<file path="src/rtl/simon_sequencer_pkg.sv">
// Shared definitions for the Simon sequencer and the drawing FSM: direction codes,
// state encodings, LFSR seed/step and small elaboration helpers.
package simon_sequencer_pkg;

  localparam logic [1:0] DirUp    = 2'b00;
  localparam logic [1:0] DirDown  = 2'b01;
  localparam logic [1:0] DirRight = 2'b10;
  localparam logic [1:0] DirLeft  = 2'b11;

  typedef enum logic [2:0] {
    StIdle      = 3'd0,
    StGen       = 3'd1,
    StPlayOn    = 3'd2,
    StPlayOff   = 3'd3,
    StWaitInput = 3'd4,
    StFail      = 3'd5,
    StWin       = 3'd6
  } state_e;

  localparam logic [15:0] LfsrSeed = 16'hACE1;

  // Fibonacci LFSR, taps 16,14,13,11; the seed is non-zero so zero is never reached.
  function automatic logic [15:0] lfsr_step(input logic [15:0] v);
    return {v[14:0], v[15] ^ v[13] ^ v[12] ^ v[10]};
  endfunction

  function automatic int unsigned max3(input int unsigned a, input int unsigned b,
                                       input int unsigned c);
    int unsigned m;
    m = (a > b) ? a : b;
    return (m > c) ? m : c;
  endfunction

endpackage

</file>
<file path="src/rtl/simon_lfsr.sv">
// Free-running 16-bit LFSR used as the random source for new sequence steps.
module simon_lfsr
  import simon_sequencer_pkg::*;
(
  input  logic        clock,
  input  logic        reset,
  output logic [15:0] value
);

  logic [15:0] value_q, value_d;

  always_comb begin
    value_d = lfsr_step(value_q);
  end

  always_ff @(posedge clock) begin
    if (reset) begin
      value_q <= LfsrSeed;
    end else begin
      value_q <= value_d;
    end
  end

  assign value = value_q;

endmodule

</file>
<file path="src/rtl/simon_sequencer.sv">
// Simon game sequencer: grows a random direction sequence, plays it back to the drawer
// and checks the player's replies against it, with a per-key timeout.
module simon_sequencer
  import simon_sequencer_pkg::*;
#(
  parameter int unsigned MAX_LEN        = 16,
  parameter int unsigned ON_CYCLES      = 25_000_000,
  parameter int unsigned OFF_CYCLES     = 12_500_000,
  parameter int unsigned TIMEOUT_CYCLES = 250_000_000
) (
  input  logic       clock,
  input  logic       reset,
  input  logic       start,
  input  logic       key_valid,
  input  logic [1:0] key_dir,
  output logic       show_valid,
  output logic [1:0] show_dir,
  output logic       show_clear,
  output logic       player_turn,
  output logic [4:0] level,
  output logic       game_over,
  output logic       win
);

  localparam int unsigned LenW     = $clog2(MAX_LEN + 1);
  localparam int unsigned TimerMax = max3(ON_CYCLES, OFF_CYCLES, TIMEOUT_CYCLES);
  localparam int unsigned TimerW   = (TimerMax > 1) ? $clog2(TimerMax) : 1;

  localparam logic [LenW-1:0]   LenOne    = LenW'(1);
  localparam logic [LenW-1:0]   MaxLen    = LenW'(MAX_LEN);
  localparam logic [TimerW-1:0] TimerOne  = TimerW'(1);
  localparam logic [TimerW-1:0] OnLoad    = TimerW'(ON_CYCLES - 1);
  localparam logic [TimerW-1:0] OffLoad   = TimerW'(OFF_CYCLES - 1);
  localparam logic [TimerW-1:0] WaitLoad  = TimerW'(TIMEOUT_CYCLES - 1);

  state_e            state_q, state_d;
  logic [LenW-1:0]   len_q, len_d;
  logic [LenW-1:0]   idx_q, idx_d;
  logic [TimerW-1:0] timer_q, timer_d;
  logic [1:0]        seq_q [MAX_LEN];
  logic [1:0]        seq_d [MAX_LEN];

  logic       show_valid_q, show_valid_d;
  logic [1:0] show_dir_q, show_dir_d;
  logic       show_clear_q, show_clear_d;
  logic       player_turn_q, player_turn_d;
  logic       game_over_q, game_over_d;
  logic       win_q, win_d;

  logic [15:0] lfsr_value;
  logic        unused_lfsr;
  logic [1:0]  cur_dir, nxt_dir, first_dir;
  logic [LenW-1:0] last_idx;

  simon_lfsr u_lfsr (
    .clock (clock),
    .reset (reset),
    .value (lfsr_value)
  );

  assign unused_lfsr = ^lfsr_value[15:2];
  assign last_idx    = len_q - LenOne;

  // Array reads by loop so the index width never has to match the array depth.
  always_comb begin
    cur_dir = 2'b00;
    nxt_dir = 2'b00;
    for (int i = 0; i < int'(MAX_LEN); i++) begin
      if (idx_q == LenW'(i)) cur_dir = seq_q[i];
      if ((idx_q + LenOne) == LenW'(i)) nxt_dir = seq_q[i];
    end
    // On the very first GEN, seq[0] is being written this cycle.
    first_dir = (len_q == '0) ? lfsr_value[1:0] : seq_q[0];
  end

  always_comb begin
    state_d       = state_q;
    len_d         = len_q;
    idx_d         = idx_q;
    timer_d       = (timer_q != '0) ? (timer_q - TimerOne) : '0;
    seq_d         = seq_q;
    show_valid_d  = 1'b0;
    show_dir_d    = show_dir_q;
    show_clear_d  = 1'b0;
    player_turn_d = 1'b0;
    game_over_d   = game_over_q;
    win_d         = win_q;

    unique case (state_q)
      StIdle, StFail, StWin: begin
        if (start) begin
          state_d     = StGen;
          len_d       = '0;
          game_over_d = 1'b0;
          win_d       = 1'b0;
        end
      end
      StGen: begin
        for (int i = 0; i < int'(MAX_LEN); i++) begin
          if (len_q == LenW'(i)) seq_d[i] = lfsr_value[1:0];
        end
        len_d        = len_q + LenOne;
        idx_d        = '0;
        state_d      = StPlayOn;
        timer_d      = OnLoad;
        show_valid_d = 1'b1;
        show_dir_d   = first_dir;
      end
      StPlayOn: begin
        if (timer_q == '0) begin
          state_d      = StPlayOff;
          timer_d      = OffLoad;
          show_clear_d = 1'b1;
        end
      end
      StPlayOff: begin
        if (timer_q == '0) begin
          if (idx_q == last_idx) begin
            idx_d         = '0;
            state_d       = StWaitInput;
            timer_d       = WaitLoad;
            player_turn_d = 1'b1;
          end else begin
            idx_d        = idx_q + LenOne;
            state_d      = StPlayOn;
            timer_d      = OnLoad;
            show_valid_d = 1'b1;
            show_dir_d   = nxt_dir;
          end
        end
      end
      StWaitInput: begin
        player_turn_d = 1'b1;
        if (key_valid) begin
          show_valid_d = 1'b1;
          show_dir_d   = key_dir;
          if (key_dir == cur_dir) begin
            if (idx_q == last_idx) begin
              player_turn_d = 1'b0;
              if (len_q == MaxLen) begin
                state_d      = StWin;
                win_d        = 1'b1;
                show_clear_d = 1'b1;
              end else begin
                state_d = StGen;
              end
            end else begin
              idx_d   = idx_q + LenOne;
              timer_d = WaitLoad;
            end
          end else begin
            state_d       = StFail;
            game_over_d   = 1'b1;
            show_clear_d  = 1'b1;
            player_turn_d = 1'b0;
          end
        end else if (timer_q == '0) begin
          state_d       = StFail;
          game_over_d   = 1'b1;
          show_clear_d  = 1'b1;
          player_turn_d = 1'b0;
        end
      end
      default: state_d = StIdle;
    endcase
  end

  always_ff @(posedge clock) begin
    if (reset) begin
      state_q       <= StIdle;
      len_q         <= '0;
      idx_q         <= '0;
      timer_q       <= '0;
      show_valid_q  <= 1'b0;
      show_dir_q    <= 2'b00;
      show_clear_q  <= 1'b0;
      player_turn_q <= 1'b0;
      game_over_q   <= 1'b0;
      win_q         <= 1'b0;
    end else begin
      state_q       <= state_d;
      len_q         <= len_d;
      idx_q         <= idx_d;
      timer_q       <= timer_d;
      show_valid_q  <= show_valid_d;
      show_dir_q    <= show_dir_d;
      show_clear_q  <= show_clear_d;
      player_turn_q <= player_turn_d;
      game_over_q   <= game_over_d;
      win_q         <= win_d;
    end
  end

  // Contents are masked by len after reset, so the array needs no reset.
  always_ff @(posedge clock) begin
    seq_q <= seq_d;
  end

  assign show_valid  = show_valid_q;
  assign show_dir    = show_dir_q;
  assign show_clear  = show_clear_q;
  assign player_turn = player_turn_q;
  assign level       = 5'(len_q);
  assign game_over   = game_over_q;
  assign win         = win_q;

endmodule

</file>
<file path="config.mk">
export PLATFORM = sky130hd
export DESIGN_NAME = simon_sequencer
export DESIGN_NICKNAME = d
export VERILOG_FILES = /design/src/rtl/simon_sequencer_pkg.sv /design/src/rtl/simon_lfsr.sv /design/src/rtl/simon_sequencer.sv
export SDC_FILE = /design/constraint.sdc
export NUM_CORES = 1
export LEC_CHECK = 0
export CELL_PAD_IN_SITES_DETAIL_PLACEMENT = 0
export CELL_PAD_IN_SITES_GLOBAL_PLACEMENT = 1
export CORE_MARGIN = 2
export CORE_UTILIZATION = 43
export DETAILED_ROUTE_END_ITERATION = 6
export PLACE_DENSITY_LB_ADDON = 0.1
export REMOVE_ABC_BUFFERS = 1
export SLEW_MARGIN = 20
export SYNTH_ARGS = -nofsm -noshare
export SYNTH_HDL_FRONTEND = slang
export SYNTH_HIERARCHICAL = 1
export SYNTH_SLANG_ARGS = --single-unit
</file>
<file path="constraint.sdc">
create_clock -name clock -period 3.3 [get_ports clock]
set_input_delay 0.99 -clock clock [delete_from_list [all_inputs] [get_ports clock]]
set_output_delay 0.99 -clock clock [all_outputs]
set_load 0.05 [all_outputs]
</file>
After elaboration in Yosys (flattened, before gate mapping)
Index checks and enable logic that the tools add are counted.
{"block": "classes", "n_addsub": 4, "n_eq_ne": 66, "muxes": 89, "bitwise": 3, "n_reduce_logical": 31}
{"cell": "28-bit 2-to-1 mux", "count": 7}
{"cell": "5-bit by 4-bit equality test with 1-bit output (second input constant)", "count": 24}
{"cell": "28-bit case mux with 4 select lines", "count": 1}
{"cell": "2-bit 2-to-1 mux", "count": 36}
{"cell": "5-bit by 3-bit equality test with 1-bit output (second input constant)", "count": 12}
{"cell": "2-bit AND reduction", "count": 16}
{"cell": "5-bit by 2-bit equality test with 1-bit output (second input constant)", "count": 6}
{"cell": "5-bit 2-to-1 mux", "count": 6}
{"cell": "28-bit zero test", "count": 1}
{"cell": "28-bit nonzero test", "count": 1}
{"cell": "28-bit by 1-bit subtractor with 28-bit output (second input constant)", "count": 1}
{"cell": "3-bit 2-to-1 mux", "count": 9}
{"cell": "1-bit 2-to-1 mux", "count": 21}
{"cell": "2-bit != test (second input constant)", "count": 9}
{"cell": "5-bit by 1-bit equality test with 1-bit output (second input constant)", "count": 3}
{"cell": "5-bit zero test", "count": 3}
{"cell": "3-bit case mux with 5 select lines", "count": 1}
{"cell": "5-bit case mux with 3 select lines", "count": 1}
{"cell": "5-bit by 1-bit adder with 5-bit output (second input constant)", "count": 2}
{"cell": "5-bit case mux with 2 select lines", "count": 1}
{"cell": "5-bit AND reduction", "count": 2}
{"cell": "3-bit equality test (second input constant)", "count": 3}
{"cell": "1-bit case mux with 2 select lines", "count": 4}
{"cell": "4-bit AND reduction", "count": 2}
{"cell": "other kinds (16)", "count": 21}
{"block": "word_totals", "ff_bits": 96, "input_bits": 6, "output_inout_bits": 12, "wordCells": 220}

Logic depth before layout (Yosys ltp)
{"block": "depth", "ltp_word": 21, "ltp_mapped": 15, "depth_no_buf": 11}

By module
Netlist, hierarchy kept.
{"mod": "simon_sequencer", "n_inst": 1, "cells_each": 631, "area_each_um2": 5151.2}
{"mod": "simon_lfsr", "n_inst": 1, "cells_each": 51, "area_each_um2": 566.8}

Worst setup path after synthesis
No wires, ideal clock.
{"block": "synth_path", "path_type": "reg-to-reg", "start": "register idx_q[0]", "end": "register idx_q[4]", "setup_ps": 123, "arrival_time_ps": 3130, "required_ps": 3177, "path_slack_ps": 46, "path_stages_with_launch": 14, "cell_sequence": "dfxtp_1 -> clkbuf_1 -> inv_1 -> ha_1 -> clkbuf_1 -> a21o_1 -> a32o_1 -> a211o_1 -> a2111o_1 -> o221a_1 -> and4_4 -> buf_6 -> a21oi_4 -> mux2_1"}
{"block": "synth_between", "elab_chain_cells": 20, "elab_cells_between_ends": 44}
{"element": "start: declaration", "line_no": "simon_sequencer.sv:38", "rtl": "logic [LenW-1:0] idx_q, idx_d;"}
{"element": "start signal: assignment", "line_no": "simon_sequencer.sv:183", "rtl": "idx_q <= idx_d;"}
{"element": "5-bit zero test", "line_no": "simon_sequencer.sv:69", "rtl": "if (idx_q == LenW'(i)) cur_dir = seq_q[i];"}
{"element": "2-bit 2-to-1 mux (16 in series)", "line_no": "simon_sequencer.sv:69"}
{"element": "2-bit equality test", "line_no": "simon_sequencer.sv:137", "rtl": "if (key_dir == cur_dir) begin"}
{"element": "2-bit != test (no source line)"}
{"element": "5-bit AND reduction (no source line)"}
Parallel ways exist; a longest one is shown, timed or not. The select of a mux whose other input is x is not followed.
A chain may end at the register's enable or synchronous reset.

Worst setup path in the final report
{"block": "layout_path", "start": "register idx_q[1]", "end": "register idx_q[4]"}
The elaborated chain is that of the path after synthesis.

==> results.yml <==
grt:
  gr-total-overflow: 0
  grt_first_pass_wirelength_um: 26100
  grt_pass1_vias: 4766
  grt_max_degree: 58
  grt.total_usage_pct: 23.9
  antenna_found_initial: 0
route:
  vias: 5132
  drt_iter0_drc: 553
  ant_nets: 0
  drc_errors: 0
  first_pass_iters: 5
  vias_per_cell: 5.89
  wirelength_um: 16400
  wl_per_cell_um: 18.8
power_and_ir_drop:
  swShare_pct: 38.8
  switching_power_mw: 1.69
  pwr-share-clk_pct: 24.0
  vdd_ir_drop_max_mv: 0.334
  power.internal_mw: 2.66
  pwr-share-seq_pct: 37.3
  power.share.combinational_pct: 38.7
  leakage_nw: 2.44
  power_density_mw_per_mm2: 679
finish:
  insertedDiodeCount: 0
  drive_gt1_share_pct: 10.7
  fillCellCount: 1243
  fin_area_mm2: 0.00641
  area_growth_pct: 14.1
  utilization_pct: 50.6
  final_nets: 713
timing:
  maxSlewHeadroom_pct: 52.5
  finalCriticalPeriod_ns: 3.13
  finalWorstSetupSlack_ns: 0.172
  worst_slew_pin_slew_ns: 0.709
  post-route-period-util_pct: 94.8
  fmax_mhz: 320
  rsz0062_at_grt: "no"
  finalHoldViolations: 0
  slew_violations: 0
  skew_ns: 0.0108
  tns_ns: 0
  setup_viol: 0
worst_hold_path:
  hold_class: "register to register"
floorplan:
  fp.dieArea_mm2: 0.0140
  rows: 41
  die_w_um: 118
  start_util_pct: 44.4
  die_y_um: 118
  io_pins: 18
  core_area_mm2: 0.0127
clock_network:
  root_buffer: "clkbuf_16"
  clk_latency_ns: 0.36
  h-tree-depth: 3
  cts_tree: "done"
  cts_sinks: 96
  cts_hold_buffers: 0
  clockBufferDepth: 2
  clk_pin_slew_worst_paths_ns: 0.07
  cts_buffers: 9
setup_path:
  end_kind: "register"
  path_max_fanout: 10
  worstPathArrival_ns: 3.37
  required_ns: 3.55
  crit_path_start_kind: "register"
  crit_type: "register to register"
run_status:
  status: "finished clean"
synthesis:
  netlist_instances: 669
  synth-warning-count: 6
  synth.cell_area_mm2: 0.00562
  avgSynthCellArea_um2: 8.40
place:
  io_buffers: 17
  dp_hpwl_um: 12100
  preCtsSetupSlack_ns: 0.102
  place_congestion: 0.882
  post_dp_cell_area_mm2: 0.00610
flow_run:
  drv_cap: 0
[critical path, cell delays in order (launching register included)]
cell      delay [ns]
dfxtp_1         0.41
inv_1           0.09
ha_1            0.30
a21o_1          0.22
a32o_1          0.20
a211o_1         0.29
a2111o_1        0.42
o221a_1         0.26
and4_4          0.23
a21oi_4         0.24
mux2_1          0.34
[power groups by stage]
stage | sequential, mW | combinational (mW) | clock (mW)
global route | 1.66 | 1.87 | 1.12
finish | 1.63 | 1.68 | 1.04
floorplan | 1.67 | 1.09 | 0
detailed placement | 1.65 | 1.65 | 0
CTS | 1.62 | 1.66 | 1.07
global placement | 1.64 | 1.64 | 0
[metal layers]
| metal | wire length [um] | vias to the layer above | GRT usage (%) |
|---|---|---|---|
| met3 | 1250 | 24 | 3.67 |
| met2 | 6640 | 204 | 32.6 |
| met5 | 0 | - | 0 |
| met1 | 8220 | 2446 | 37.7 |
| li1 | - | 2458 | - |
| met4 | 249 | 0 | 8.06 |
[timing repair]
item | CTS | global route
hold endpoints to repair | 0 | 0
setup endpoints to repair | 0 | 30
resized for setup | 0 | 7
buffers inserted | 0 | 1
[layout by cell type, fill, tap and decap left out, types with 6 or more instances in the layout]
master	instances
nand2_1	75
nor2_1	75
dfxtp_1	64
a21oi_1	50
buf_4	38
edfxtp_1	32
o21ai_0	27
inv_1	24
nor2b_1	22
xor2_1	20
nor3_1	19
clkdlybuf4s50_1	16
xnor2_1	15
nand2b_1	13
a211oi_1	12
nand3_1	11
ha_1	10
nor4_1	9
clkbuf_16	9
or3_1	8
and3_1	7
o31ai_1	7
or2_1	7
nand4_1	6
a21o_1	6
nand3b_1	6
[path summary, 6_finish.rpt]
| path | endpoint | cells after the start | slack [ns] | start |
|---|---|---|---|---|
| worst max-delay path | idx_q[4]$_SDFFE_PP0P_ | 10 | 0.17 | idx_q[1]$_SDFFE_PP0P_ |
| worst min-delay path | u_lfsr/value[6]$_SDFF_PP1_ | 1 | 0.41 | u_lfsr/value[5]$_SDFF_PP1_ |
| worst max register to register | idx_q[4]$_SDFFE_PP0P_ | 10 | 0.17 | idx_q[1]$_SDFFE_PP0P_ |
| worst min register to register | u_lfsr/value[6]$_SDFF_PP1_ | 1 | 0.41 | u_lfsr/value[5]$_SDFF_PP1_ |
[sequential cells by signal, indices dropped and copies added, names as in the netlist]
register      cells
game_over         1
idx_q             5
level             5
player_turn       1
seq_q            32
show_clear        1
show_dir          2
show_valid        1
state_q           3
timer_q          28
u_lfsr/value     16
win               1
[through the flow]
step,power (mW),hold WS (ns),instances
finish,4.36,0.407,871
global route,4.65,0.422,871
detailed placement,3.29,0.394,854
CTS,4.35,0.411,870
floorplan,2.76,0.383,628
global placement,3.29,0.390,854
[layout make-up]
cell class	count	area [um^2]	share of cell area [%]
Clock buffer	12	256	4.00
Inverter	24	90.1	1.40
Timing Repair Buffer	55	450	7.02
Tap cell	172	215	3.35
Clock inverter	4	32.5	0.507
Sequential cell	96	2240	35.0
Multi-Input combinational cell	508	3130	48.8
(Power assumes the default switching activity.)
